`src/rtl/acc_dispatch.sv`:
```
// Accelerator dispatcher: decodes one instruction per job, enables a single
// accelerator channel and reports completion, abort or a coded error.
module acc_dispatch #(
  parameter int             NUM_ACC = 4,
  parameter int             SEL_W   = 3,
  parameter logic [5:0]     PREFIX  = 6'b111111,
  parameter int             TIMEOUT = 1024,
  parameter int             TO_W    = 16
) (
  input  logic               clk,
  input  logic               reset,
  input  logic [31:0]        instruction,
  input  logic               instr_valid,
  output logic               instr_ready,
  input  logic               abort,
  input  logic [NUM_ACC-1:0] read_done,
  input  logic [NUM_ACC-1:0] write_done,
  output logic [NUM_ACC-1:0] acc_enable,
  output logic               acc_done,
  output logic               acc_err,
  output logic [1:0]         err_code,
  output logic               busy,
  output logic [SEL_W-1:0]   active_id
);

  typedef enum logic [1:0] {IDLE, RUN, DONE, ERROR} state_t;

  localparam logic [1:0] CODE_NONE  = 2'b00;
  localparam logic [1:0] CODE_BAD   = 2'b01;
  localparam logic [1:0] CODE_PROTO = 2'b10;
  localparam logic [1:0] CODE_TMO   = 2'b11;

  state_t             state, state_n;
  logic [TO_W-1:0]    cnt, cnt_n;
  logic [SEL_W-1:0]   id_n;
  logic [1:0]         code_n;
  logic               done_n, err_n, busy_n;
  logic [NUM_ACC-1:0] en_n;

  logic [SEL_W-1:0]   instr_id;
  logic               instr_ok;
  logic               act_rd, act_wr, timeout_hit;

  // Channel ids are 1-based; id 0 never maps to a channel.
  function automatic logic [NUM_ACC-1:0] onehot(input logic [SEL_W-1:0] id);
    logic [NUM_ACC-1:0] v;
    v = '0;
    for (int i = 0; i < NUM_ACC; i++)
      v[i] = (id == SEL_W'(i + 1));
    return v;
  endfunction

  function automatic logic sel_flag(input logic [NUM_ACC-1:0] flags,
                                    input logic [SEL_W-1:0]   id);
    return |(flags & onehot(id));
  endfunction

  assign instr_id    = instruction[SEL_W-1:0];
  assign instr_ok    = (instruction[31:26] == PREFIX) &&
                       (instruction[25:SEL_W] == '0) &&
                       (instr_id != '0) &&
                       (32'(instr_id) <= 32'(NUM_ACC));
  assign act_rd      = sel_flag(read_done, active_id);
  assign act_wr      = sel_flag(write_done, active_id);
  assign timeout_hit = (TIMEOUT != 0) && (cnt == TO_W'(TIMEOUT - 1));
  assign instr_ready = (state == IDLE);

  always_comb begin
    state_n = state;
    cnt_n   = cnt;
    id_n    = active_id;
    code_n  = err_code;
    done_n  = 1'b0;
    err_n   = 1'b0;
    case (state)
      IDLE: begin
        if (instr_valid) begin
          if (instr_ok) begin
            id_n    = instr_id;
            cnt_n   = '0;
            code_n  = CODE_NONE;
            state_n = RUN;
          end else begin
            code_n  = CODE_BAD;
            err_n   = 1'b1;
            state_n = ERROR;
          end
        end
      end
      RUN: begin
        if (act_rd && act_wr) begin
          done_n  = 1'b1;
          state_n = DONE;
        end else if (abort) begin
          state_n = IDLE;
        end else if (act_wr) begin
          code_n  = CODE_PROTO;
          err_n   = 1'b1;
          state_n = ERROR;
        end else if (timeout_hit) begin
          code_n  = CODE_TMO;
          err_n   = 1'b1;
          state_n = ERROR;
        end else if (cnt != '1) begin
          cnt_n = cnt + 1'b1;
        end
      end
      DONE:    state_n = IDLE;
      ERROR:   state_n = IDLE;
      default: state_n = IDLE;
    endcase
    busy_n = (state_n == RUN);
    en_n   = busy_n ? onehot(id_n) : '0;
  end

  always_ff @(posedge clk) begin
    if (!reset) begin
      state      <= IDLE;
      cnt        <= '0;
      active_id  <= '0;
      err_code   <= CODE_NONE;
      acc_done   <= 1'b0;
      acc_err    <= 1'b0;
      busy       <= 1'b0;
      acc_enable <= '0;
    end else begin
      state      <= state_n;
      cnt        <= cnt_n;
      active_id  <= id_n;
      err_code   <= code_n;
      acc_done   <= done_n;
      acc_err    <= err_n;
      busy       <= busy_n;
      acc_enable <= en_n;
    end
  end

endmodule

```
`config.mk`:
```
export PLATFORM = sky130hd
export DESIGN_NAME = acc_dispatch
export DESIGN_NICKNAME = d
export VERILOG_FILES = /design/src/rtl/acc_dispatch.sv
export SDC_FILE = /design/constraint.sdc
export NUM_CORES = 1
export LEC_CHECK = 0
export BUFFER_PORTS_ARGS = -buffer_cell sky130_fd_sc_hd__buf_2
export CELL_PAD_IN_SITES_DETAIL_PLACEMENT = 1
export CELL_PAD_IN_SITES_GLOBAL_PLACEMENT = 1
export CORE_ASPECT_RATIO = 1.25
export CORE_MARGIN = 3
export CORE_UTILIZATION = 32
export DETAILED_ROUTE_END_ITERATION = 12
export PLACE_DENSITY = 0.85
export SLEW_MARGIN = 10
export SYNTH_ARGS = -nofsm -noshare
export SYNTH_HDL_FRONTEND = slang
export SYNTH_SLANG_ARGS = --single-unit
```
`constraint.sdc`:
```
create_clock -name clk -period 2 [get_ports clk]
set_input_delay 0.2 -clock clk [delete_from_list [all_inputs] [get_ports clk]]
set_output_delay 0.2 -clock clk [all_outputs]
set_load 0.005 [all_outputs]
```
---- Yosys cells after proc, flatten, opt, wreduce, memory -nomap -nowiden ----
Index checks and enable logic that the tools add are counted.
cells by class
  add/subtract/negate cells ............... 1
  multiply operators ...................... 0
  div/mod/pow operators ................... 0
  order comparisons ....................... 1
  equality and inequality tests ........... 23
  shift operators ......................... 0
  muxes and demuxes ....................... 33
  bitwise gates (word level) .............. 2
  reduce and logical (&&, ||, !) cells .... 15
operators with widths
  kind                                                               count
  16-bit 2-to-1 mux                                                  7
  16-bit one-hot mux with 2 select lines                             1
  23-bit zero test                                                   1
  2-bit 2-to-1 mux                                                   11
  16-bit by 1-bit adder with 16-bit output, second input constant    1
  16-bit by 10-bit == test with 1-bit output, second input constant  1
  16-bit inequality test, second input constant                      1
  3-bit by 2-bit == test with 1-bit output, second input constant    4
  2-bit inequality test, second input constant                       6
  3-bit 2-to-1 mux                                                   3
  4-bit bitwise AND                                                  2
  1-bit 2-to-1 mux                                                   8
  8-bit AND reduction                                                1
  4-bit OR reduction                                                 2
  3-bit by 1-bit == test with 1-bit output, second input constant    2
  3-bit == test, second input constant                               2
  6-bit == test, second input constant                               1
  2-bit one-hot mux with 3 select lines                              1
  5-bit AND reduction                                                1
  2-bit by 1-bit == test with 1-bit output, second input constant    2
  2-bit == test, second input constant                               2
  1-bit logical AND                                                  4
  2-bit one-hot mux with 2 select lines                              1
  2-bit AND reduction                                                2
  8 further kinds                                                    8
word-level totals
  flip-flop bits (word level) ............. 30
  bits in latches ......................... 0
  RAM bits ................................ 0
  memory bits (read-only) ................. 0
  output and inout port bits .............. 13
  logic and storage cells ................. 83
  memories ................................ 0

---- Logic depth before layout (Yosys ltp) ----
  depth in word-level cells ............... 9
  depth in mapped cells ................... 9
  mapped depth without buffers ............ 6

---- Least setup slack after synthesis ----
Ideal clock, no wire load.
  path type ............................... input-to-reg
  from .................................... input port instruction[3]
  to ...................................... register cnt[10]
  setup time .............................. 70 ps
  arrival time ............................ 1948 ps
  path slack .............................. -18 ps
  cell stages on the path ................. 8
  cells stage by stage .................... or4b_4 -> nor4_4 -> and4_1 -> buf_6 -> a31oi_4 -> buf_6 -> or3_1 -> a21oi_1
between the ends
  longest elaborated chain between the ends .. 6
ends and longest elaborated chain
  item                                                        RTL line  text
  start: declaration                                          12        input logic [31:0] instruction,
  23-bit zero test                                            60        (instruction[25:SEL_W] == '0) &&
  1-bit logical AND                                           59        assign instr_ok = (instruction[31:26] == PREFIX) &&
  1-bit logical AND                                           60
  1-bit logical AND                                           61        (instr_id != '0) &&
  2-bit by 1-bit inequality test with 1-bit output (no line)  n/a
  8-bit AND reduction (no line)                               n/a
  end signal: assignment                                      128       cnt <= cnt_n;
  end: declaration                                            34        logic [TO_W-1:0] cnt, cnt_n;
No other way between the ends.
A chain may end at the register's enable or synchronous reset.

---- Final worst setup path ----
  from .................................... register active_id[1]
  to ...................................... register cnt[10]
between the ends
  longest elaborated chain between the ends .. 6
ends and longest elaborated chain
  item                                                              RTL line  text
  start: declaration                                                23        output logic [SEL_W-1:0] active_id
  start signal: assignment                                          129       active_id <= id_n;
  3-bit by 1-bit == test with 1-bit output (tied with other cells)  49        v[i] = (id == SEL_W'(i + 1));
  4-bit bitwise AND                                                 55        return |(flags & onehot(id));
  4-bit OR reduction                                                55
  1-bit logical AND                                                 91        if (act_rd && act_wr) begin
  2-bit inequality test (no line)                                   n/a
  8-bit AND reduction (no line) *                                   n/a
Every way passes the cells marked *; elsewhere a longest branch is shown, timed or not.

==> metrics <==
via-per-instance ratio=5.92; Net count, final=331; hold_buf cts=0; number of CTS-inserted buffers=5; first-pass GRT wire length=9450 µm; Maximum Capacitance Violations=0; Cell Area, Placed=0.00215 mm²; DIE AREA=0.00581 mm²; total leakage power=1.00 nW; most common flop cell mapped by yosys=dfxtp_1; Yosys top cell area share=0.381; fmax=475 MHz; grt ovf=0; fraction of layout instances using a drive strength above 1=0.481; number of distinct library cell variants in the gate-level netlist after synthesis=45; final setup TNS=-0.567 ns; DRT Pass-1 Iters=4; flop and latch count out of synthesis=30; number of remaining DRC errors=0; Worst Path Class, Setup=reg2reg; Worst EP required=2.21 ns; insertion delay to the later sink of the worst-skew pair=0.28 ns; fill cell count=568; CTS tree=built; total routed wirelength=6790 µm; Worst EP arrival=2.31 ns; power density over the cells=515 mW/mm²; Synthesis Warnings=0; number of sinks driven by the clock tree=30; violations in the final reports=negative setup slack; Post-synth EDFFs=0; peak ir drop on the vdd network=0.294 mV; final worst-path cycle share=1.05; shortest clock period the worst path allows after layout=2.10 ns; WL/cell=19.8 µm; Port Buffer Count=56; routability cong.=0.856; I/O pin count=57; number of antenna violations at the first check in global routing=0; overall die width=68.8 µm; Final Setup Violations=12; kind of start point of the critical path=flip-flop; library cell occupying the most area in the post-synthesis netlist=dfxtp_1; number of buffers between clock root and the deepest sink=2; pin count of the biggest net entering global routing=16; Synth-to-Final Area Change=56.3%; starting density of the core=0.343; crit end category=flip-flop; GRT Total Usage=0.212; headroom to the max-slew limit=0.747; number of global-route vias before repair=2124; number of max-slew violations in the final report=0; final core utilization=0.537; unrepaired setup endpoints after global routing=yes; status=complete, but fails checks; H-tree depth=2; Final ANT Viol Nets=0; post-route cell area=0.00247 mm²; count of inserted antenna diode cells=0; top post-synthesis cells by area=dfxtp_1 (38%), a21oi_1 (7.9%), or3_1 (5.6%), nand2_1 (5.2%), o21ai_1 (2.9%); final cell count without fillers=343; clk root buf=clkbuf_8; post-synthesis instance area=0.00158 mm²; largest driver fanout on the critical path=8; post-route worst setup slack=-0.103 ns; DRC violation total after the first TritonRoute iteration=100; total instance count after detailed placement=330; total via count in the routed design=2030; area of the core=0.00459 mm²; Worst-Margin Slew=0.377 ns; fraction of synthesis flops using an asynchronous set or reset pin=0; setup skew after layout=0.00515 ns; share of the yosys chip area belonging to registers=0.381; clock-pin slew reported for the worst setup and hold paths after clock tree synthesis=0.06 ns; Hold Fails Final Rpt=0; net count after synthesis=236; path category of the worst min-delay check=in2reg; Mapped Avg Cell Area=8.26 µm²; number of instances in the synthesized netlist=191; estimated wirelength of the detail-placed design=3840 µm; std cell rows=27; height of the die=84.5 µm
## path summary, 6_finish.rpt
check / startpoint / end / slack (ns) / cells after the start
max: active_id[1]$_SDFF_PN0_ / cnt[10]$_SDFFE_PN0P_ / -0.10 / 8
min reg2reg: err_code[1]$_SDFFE_PN0P_ / err_code[1]$_SDFFE_PN0P_ / 0.46 / 2
max reg2reg: active_id[1]$_SDFF_PN0_ / cnt[10]$_SDFFE_PN0P_ / -0.10 / 8
min: reset / state[0]$_SDFF_PN0_ / 0.24 / 2
## placed cells by master (no fill, tap or decap), types with 2 or more instances in the layout
master / Yosys / layout
nand4b_1: 3 / 3
dfxtp_2: 0 / 4
o21ai_1: 9 / 10
dfxtp_1: 30 / 26
a22oi_2: 0 / 2
and4_1: 3 / 2
buf_4: 0 / 34
a21o_1: 2 / 2
or3_1: 14 / 12
a21oi_1: 25 / 16
and3b_2: 1 / 2
nand3_1: 7 / 7
clkbuf_8: 0 / 6
a21oi_2: 0 / 9
buf_12: 0 / 5
nor4_1: 4 / 3
nor4b_1: 2 / 2
buf_2: 2 / 56
nand4_1: 7 / 7
nand3b_1: 5 / 5
nor2_1: 8 / 8
or3_4: 0 / 2
nand2_1: 22 / 22
and3_1: 2 / 2
and2_1: 5 / 5
inv_1: 2 / 2
o21ai_0: 6 / 5
a31oi_4: 1 / 2
## registers in the layout, summed over array words and instances (netlist names)
name	cells
cnt	16
acc_enable	4
active_id	3
err_code	2
state	2
acc_done	1
acc_err	1
busy	1
## where the power goes
part	switching (mW)	total, mW	internal, mW
combinational	0.0831	0.168	0.0847
clock	0.226	0.491	0.265
sequential	0.00497	0.611	0.606
## stage by stage
step | setup slack [ns] | total power [mW] | hold slack (ns)
global placement | -0.0818 | 0.748 | 0.448
global route | -0.145 | 1.31 | 0.227
floorplan | 0.00207 | 0.675 | 0.322
detailed placement | -0.253 | 0.754 | 0.454
CTS | -0.0106 | 1.25 | 0.202
finish | -0.103 | 1.27 | 0.239
## kinds of logic after synthesis
| family | after synthesis | share of synthesized area |
|---|---|---|
| XOR/XNOR | 1 | 0.00555 |
| AND/OR/NAND/NOR | 96 | 0.373 |
| AO/OA/AOI/OAI | 50 | 0.186 |
| multiplexers | 1 | 0.00634 |
| adder cells (fa/ha/maj) | 1 | 0.00793 |
| buffers and inverters | 12 | 0.0404 |
| flip-flops | 30 | 0.381 |
## cell type report
class	instances	area (µm²)	share of cell area
well taps	58	72.6	0.0294
flip-flops and latches	30	606	0.246
inverters	3	11.3	0.00457
clock buffers	6	82.6	0.0335
repair buffers	96	647	0.262
multi-input cells	150	1050	0.425
## critical path, cell delays in order, from the launching register on
cell     delay (ns)
dfxtp_2        0.35
and3b_2        0.24
a22oi_2        0.22
and3b_2        0.30
buf_12         0.13
a31oi_4        0.09
buf_12         0.15
or3_1          0.38
a21oi_2        0.16
## cells in the mapped netlist (3+ instances only)
cell type / number
dfxtp_1: 30
a21oi_1: 25
nand2_1: 22
or3_1: 14
o21ai_1: 9
nor2_1: 8
nand3_1: 7
nand4_1: 7
o21ai_0: 6
and2_1: 5
nand3b_1: 5
clkbuf_1: 4
nor4_1: 4
and4_1: 3
nand4b_1: 3
## metal layers
metal  track usage  share of wire  routed length, µm
met1         0.215           0.35               2390
met2         0.400           0.55               3730
met3        0.0402          0.056                380
met4        0.0887          0.042                286
met5             0              0                  0
## repair_timing
action                     CTS  global route
resized for setup            6            25
buffers inserted             2             4
pin swaps                    2             4
cloned                       1             0
setup endpoints to repair   22            21
Power figures use the tool's default switching activity.
